`src/rtl/arcade_input_ctrl.sv`:
```
// arcade_input_ctrl
// Input conditioner between the joystick merge and the arcade core (clk domain).
// Synchronises and debounces player buttons, turns coin presses into fixed-width
// coin-mech pulses, owns the user pause toggle, merges the pause sources and
// drives the dim-video timer.
//
// Ports
//   clk           in   system clock
//   reset         in   asynchronous, active-high reset
//   joy_in[7:0]   in   raw {jump2,fire2,jump1,fire1,up,down,left,right}
//   start_in[1:0] in   raw {start2,start1}
//   coin_in[1:0]  in   raw {coin2,coin1}
//   pause_btn     in   raw pause button
//   osd_open      in   OSD visible
//   osd_pause_en  in   pause while OSD is open
//   hs_access     in   hiscore module owns core RAM
//   joy_out[7:0]  out  debounced joy_in
//   start_out[1:0]out  debounced start_in
//   coin_out[1:0] out  per-slot coin pulses
//   pause         out  core pause request
//   pause_user    out  user pause toggle state
//   dim_video     out  halve RGB
//
// Coin slot FSM
//   state   | meaning
//   C_IDLE  | waiting for a debounced coin rising edge while not paused
//   C_PULSE | coin_out high, timing the pulse width
//   C_GAP   | coin_out low, enforcing minimum gap before the next pulse
module arcade_input_ctrl #(
    parameter int unsigned DB_CYCLES   = 16,
    parameter int unsigned COIN_PULSE  = 3000000,
    parameter int unsigned COIN_GAP    = 3000000,
    parameter logic [31:0] DIM_TIMEOUT = 32'h11E1A300
) (
    input  logic       clk,
    input  logic       reset,
    input  logic [7:0] joy_in,
    input  logic [1:0] start_in,
    input  logic [1:0] coin_in,
    input  logic       pause_btn,
    input  logic       osd_open,
    input  logic       osd_pause_en,
    input  logic       hs_access,
    output logic [7:0] joy_out,
    output logic [1:0] start_out,
    output logic [1:0] coin_out,
    output logic       pause,
    output logic       pause_user,
    output logic       dim_video
);

    localparam int NB  = 13;
    localparam int DBW = (DB_CYCLES > 2) ? $clog2(DB_CYCLES) : 1;
    localparam logic [DBW-1:0] DB_LAST    = DBW'(DB_CYCLES - 1);
    localparam logic [31:0]    PULSE_LAST = 32'(COIN_PULSE - 1);
    localparam logic [31:0]    GAP_LAST   = 32'(COIN_GAP - 1);

    typedef enum logic [1:0] {C_IDLE, C_PULSE, C_GAP} coin_state_e;

    logic [NB-1:0]  raw;
    logic [NB-1:0]  sync1_q, sync2_q;
    logic [NB-1:0]  deb_q, deb_d;
    logic [DBW-1:0] cnt_q [NB];
    logic [DBW-1:0] cnt_d [NB];

    logic [1:0]     dc;
    logic           dp;
    logic [1:0]     dc_prev_q;
    logic           dp_prev_q;

    coin_state_e    st_q [2];
    coin_state_e    st_d [2];
    logic [31:0]    tmr_q [2];
    logic [31:0]    tmr_d [2];
    logic [1:0]     coin_q, coin_d;

    logic           pause_user_q, pause_user_d;
    logic           pause_q, pause_d;
    logic [31:0]    dim_tmr_q, dim_tmr_d;
    logic           dim_q, dim_d;

    // Bit order shared by sync, debounce and the output slices below.
    assign raw = {pause_btn, coin_in, start_in, joy_in};
    assign dc  = deb_q[11:10];
    assign dp  = deb_q[12];

    always_comb begin
        deb_d = deb_q;
        for (int i = 0; i < NB; i++) begin
            cnt_d[i] = '0;
            if (sync2_q[i] != deb_q[i]) begin
                if (cnt_q[i] == DB_LAST) begin
                    deb_d[i] = sync2_q[i];
                end else begin
                    cnt_d[i] = cnt_q[i] + 1'b1;
                end
            end
        end
    end

    always_comb begin
        coin_d = coin_q;
        for (int s = 0; s < 2; s++) begin
            st_d[s]  = st_q[s];
            tmr_d[s] = tmr_q[s];
            case (st_q[s])
                C_IDLE: begin
                    // Edges while paused are dropped, not remembered.
                    if (dc[s] && !dc_prev_q[s] && !pause_q) begin
                        st_d[s]   = C_PULSE;
                        coin_d[s] = 1'b1;
                        tmr_d[s]  = '0;
                    end
                end
                C_PULSE: begin
                    if (tmr_q[s] == PULSE_LAST) begin
                        st_d[s]   = C_GAP;
                        coin_d[s] = 1'b0;
                        tmr_d[s]  = '0;
                    end else begin
                        tmr_d[s] = tmr_q[s] + 32'd1;
                    end
                end
                C_GAP: begin
                    if (tmr_q[s] == GAP_LAST) begin
                        st_d[s]  = C_IDLE;
                        tmr_d[s] = '0;
                    end else begin
                        tmr_d[s] = tmr_q[s] + 32'd1;
                    end
                end
                default: begin
                    st_d[s]   = C_IDLE;
                    coin_d[s] = 1'b0;
                    tmr_d[s]  = '0;
                end
            endcase
        end
    end

    always_comb begin
        pause_user_d = pause_user_q ^ (dp & ~dp_prev_q);
        pause_d      = pause_user_q | hs_access | (osd_open & osd_pause_en);
        dim_tmr_d    = '0;
        if (pause_user_q) begin
            dim_tmr_d = (dim_tmr_q >= DIM_TIMEOUT) ? dim_tmr_q : dim_tmr_q + 32'd1;
        end
        // Derived from the next timer value so dim drops together with the clear.
        dim_d = (dim_tmr_d >= DIM_TIMEOUT);
    end

    always_ff @(posedge clk or posedge reset) begin
        if (reset) begin
            sync1_q      <= '0;
            sync2_q      <= '0;
            deb_q        <= '0;
            for (int i = 0; i < NB; i++) cnt_q[i] <= '0;
            dc_prev_q    <= '0;
            dp_prev_q    <= 1'b0;
            for (int s = 0; s < 2; s++) begin
                st_q[s]  <= C_IDLE;
                tmr_q[s] <= '0;
            end
            coin_q       <= '0;
            pause_user_q <= 1'b0;
            pause_q      <= 1'b0;
            dim_tmr_q    <= '0;
            dim_q        <= 1'b0;
        end else begin
            sync1_q      <= raw;
            sync2_q      <= sync1_q;
            deb_q        <= deb_d;
            for (int i = 0; i < NB; i++) cnt_q[i] <= cnt_d[i];
            dc_prev_q    <= dc;
            dp_prev_q    <= dp;
            for (int s = 0; s < 2; s++) begin
                st_q[s]  <= st_d[s];
                tmr_q[s] <= tmr_d[s];
            end
            coin_q       <= coin_d;
            pause_user_q <= pause_user_d;
            pause_q      <= pause_d;
            dim_tmr_q    <= dim_tmr_d;
            dim_q        <= dim_d;
        end
    end

    assign joy_out    = deb_q[7:0];
    assign start_out  = deb_q[9:8];
    assign coin_out   = coin_q;
    assign pause      = pause_q;
    assign pause_user = pause_user_q;
    assign dim_video  = dim_q;

endmodule

```
`config.mk`:
```
export PLATFORM = sky130hd
export DESIGN_NAME = arcade_input_ctrl
export DESIGN_NICKNAME = d
export VERILOG_FILES = /design/src/rtl/arcade_input_ctrl.sv
export SDC_FILE = /design/constraint.sdc
export NUM_CORES = 1
export LEC_CHECK = 0
export BUFFER_PORTS_ARGS = -buffer_cell sky130_fd_sc_hd__clkbuf_2
export CAP_MARGIN = 20
export CORE_ASPECT_RATIO = 0.8
export CORE_MARGIN = 8
export CORE_UTILIZATION = 59
export CTS_BUF_LIST = sky130_fd_sc_hd__clkbuf_2
export DETAILED_ROUTE_END_ITERATION = 10
export PLACE_DENSITY = 0.78
export RECOVER_POWER = 50
export SLEW_MARGIN = 5
export SYNTH_ARGS = -nofsm -noshare
export SYNTH_HDL_FRONTEND = slang
export SYNTH_SLANG_ARGS = --single-unit
```
`constraint.sdc`:
```
create_clock -name clk -period 13.3 [get_ports clk]
set_input_delay 2.66 -clock clk [delete_from_list [all_inputs] [get_ports clk]]
set_output_delay 2.66 -clock clk [all_outputs]
set_load 0.005 [all_outputs]
```
==> impl_results.md <==
* Failing checks: max-capacitance violations, max-slew violations
* TritonCTS clock tree: yes
* DRC Markers at 0
* Post-synth EDFFs at 0
* Leakage power at approximately 4.3 nW
* Nature of the critical path startpoint: input pin
* Worst Clk Skew at approximately 0.028 ns
* DP HPWL at 10,900 microns
* Initial Utilization at 0.596
* Sinks on Clock Net at 199
* Peak Freq at 182 MHz
* Dpl cells at 1,104
* Core footprint at about 16,000 sq um
* Final Wtd Congestion at 0.810
* RSZ-0062 raised after global routing: false
* Grt met2 use at 0.254
* Ant diodes at 0
* Worst-Margin Slew at between 4 and 5 ns
* Post-Route Utilization at 0.631
* Width of the die at 156 microns
* Synth cell types at 57
* CP max FO at 115
* First-pass DRT Iterations at 5
* Dominant cells by area after synthesis: dfrtp_1 54%, xnor2_1 5.1%, xor2_1 4.3%
* Pwr/cell area at 115 nW/um^2
* Synthesized area per cell at 10.5 sq um
* CTS Hold Buffers Added at 0
* Synth Flop Type: dfrtp_1
* Avg WL per Cell at around 14 microns
* Layout Cells excl Fill at 1,137
* GRT Residual Overflow at 0
* Setup Viol. Count Final at 0
* Post-CTS Setup Bufs at 0
* Worst setup EP type: async pin
* Via Count at 6,235
* Initial DRC count at 409
* ANT nets after route at 0
* Die area at 20,000 sq um
* Area Overhead vs Synth at 5.89%
* Minimum clock period at 5.49 ns
* Hold Path Class: flop to flop
* Initial antenna violation count at 0
* IO Pins at 33
* Status: finished, violations left
* Tcrit/Tclk final at 0.413
* Slew Viols, Final at 116
* Rel. slew slack at -2.20
* Worst skew pair latency at 0.76 ns
* Via density at 5.48
* Row cnt at just over 40
* Largest net degree at the start of global routing at 116
* Worst-path clk slew at 0.26 ns
* Num CTS Buffers at 17
* Cts repair resizes at 0
* Grt met3 use at 0.0421
* Clock Path Buffers at 2
* M1 GR Usage at 0.239
* Clock Tree Root: clkbuf_2
* Critical Path AT at 6.43 ns
* Layout cells sized above 1 at 0.0998
* Setup total negative slack at 0 ns
* Grt peak-use layer: met2
* Number of H-tree levels at 4
* GR Util All Layers at 0.169
* Final Hold Viols at 0
* Net Count, Synth at 921
* Yosys warnings at 0
* Synthesized area at 9260 sq um
* First-pass GRT wire length at 27,800 microns
* Synth area leader: dfrtp_1
* Critical path data required time at 14.24 ns
* Port Buffers at 32
* Fraction of registers with async set/reset at 1.00
* Maximum vdd drop at between 0.06 and 0.07 mV
* Final wirelength at 16,000 microns
* Leading cell type by number of instances after synthesis: dfrtp_1
* Yosys reg bits at between 150 and 200
* Synth Instances at slightly below 900
* Maxcap violations at 1
* Die Span Y at 128 microns
* Critical path class: input pin to async pin
* Final nets at around 950
* Vias in the first global route at 6,015
* Post-synth top cells: 199 x dfrtp_1, 85 x nor2_1, 54 x xnor2_1
* Share of the synthesized area in the top cell type at 0.538
* Seq/Total Area, Yosys at 0.538
-- stage by stage --
| stage | power (mW) | worst slack [ns] | hold slack (ns) | cell area (sq um) |
|---|---|---|---|---|
| 2_1_floorplan | 0.783 | 5.21 | 0.331 | 9260 |
| 3_3_place_gp | 0.825 | 8.82 | 0.332 | 9580 |
| 3_5_place_dp | 0.832 | 8.82 | 0.336 | 9580 |
| 4_1_cts | 1.14 | 9.17 | 0.378 | 9830 |
| 5_1_grt | 1.19 | 7.01 | 0.382 | 9810 |
| 6_report | 1.12 | 7.81 | 0.379 | 9810 |
-- layer usage --
metal	up-vias	part of all wire	wire length [microns]
met4	0	0.011	183
met5	-	0	0
li1	3102	-	-
met3	13	0.039	626
met1	3019	0.50	8080
met2	101	0.45	7160
-- worst paths after layout --
| check | startpoint | end | slack, ns | cells past startpoint |
|---|---|---|---|---|
| hold reg to reg | sync1_q[0] | sync2_q[0] | 0.38 | 0 |
| setup / recovery | reset | tmr_q[33] | 7.81 | 4 |
| hold / removal | sync1_q[0] | sync2_q[0] | 0.38 | 0 |
| max in group clk | pause | pause | 9.24 | 1 |
| setup reg to reg | dim_tmr_q[31] | dim_video | 9.92 | 9 |
| min in group asynchronous | reset | cnt_q[24] | 3.32 | 2 |
-- area by class of cell --
class / count / area [sq um]
clock buffers: 20 / 100
clock inverters: 11 / 148
fillers: 1270 / 5740
inverters: 31 / 118
multi-input cells: 622 / 3980
flip-flops and latches: 199 / 4980
well taps: 215 / 269
repair buffers: 39 / 216
-- where the power goes --
part	switching (mW)	total [mW]	internal (mW)
combinational	0.110	0.163	0.0534
sequential	0.0220	0.655	0.633
clock	0.197	0.305	0.108
total	0.329	1.12	0.795
-- flip-flops by register name, indices dropped and copies added, names as in the netlist --
register    count
tmr_q          64
cnt_q          52
dim_tmr_q      32
deb_q          13
sync1_q        13
sync2_q        13
st_q            4
coin_out        2
dc_prev_q       2
dim_video       1
dp_prev_q       1
pause           1
pause_user      1
-- cells in the final DEF (no fill, tap or decap), types with 13 or more instances in the layout --
cell type,netlist,final
and3_1,15,15
ha_1,23,23
nor2b_1,28,28
nand3_1,52,52
nor2_1,85,86
nor3b_1,14,14
nor3_1,13,14
dfrtp_1,199,199
nand4_1,27,27
clkbuf_2,0,51
nand2_1,50,50
xor2_1,45,45
xnor2_1,54,54
a21oi_1,45,44
inv_1,31,30
nand4b_1,13,13
and2_1,19,16
o21ai_0,40,40
mux2_2,14,13
nor4_1,13,14
-- critical path, stage by stage --
cell and delay [ns]:
clkbuf_2 0.09, clkinvlp_2 2.67, buf_4 0.56, buf_16 0.32
-- cells by family (layout without fill, tap and decap cells) --
| kind of cell | after synthesis | in the layout | share of synthesized area |
|---|---|---|---|
| simple gates | 374 | 374 | 0.220 |
| buf+inv | 59 | 101 | 0.0304 |
| compound gates | 110 | 110 | 0.0679 |
| fa+ha+maj | 23 | 23 | 0.0311 |
| mux | 16 | 16 | 0.0192 |
| flops | 199 | 199 | 0.538 |
| xor+xnor | 99 | 99 | 0.0936 |
No activity file was read; power rests on OpenSTA's default activity.
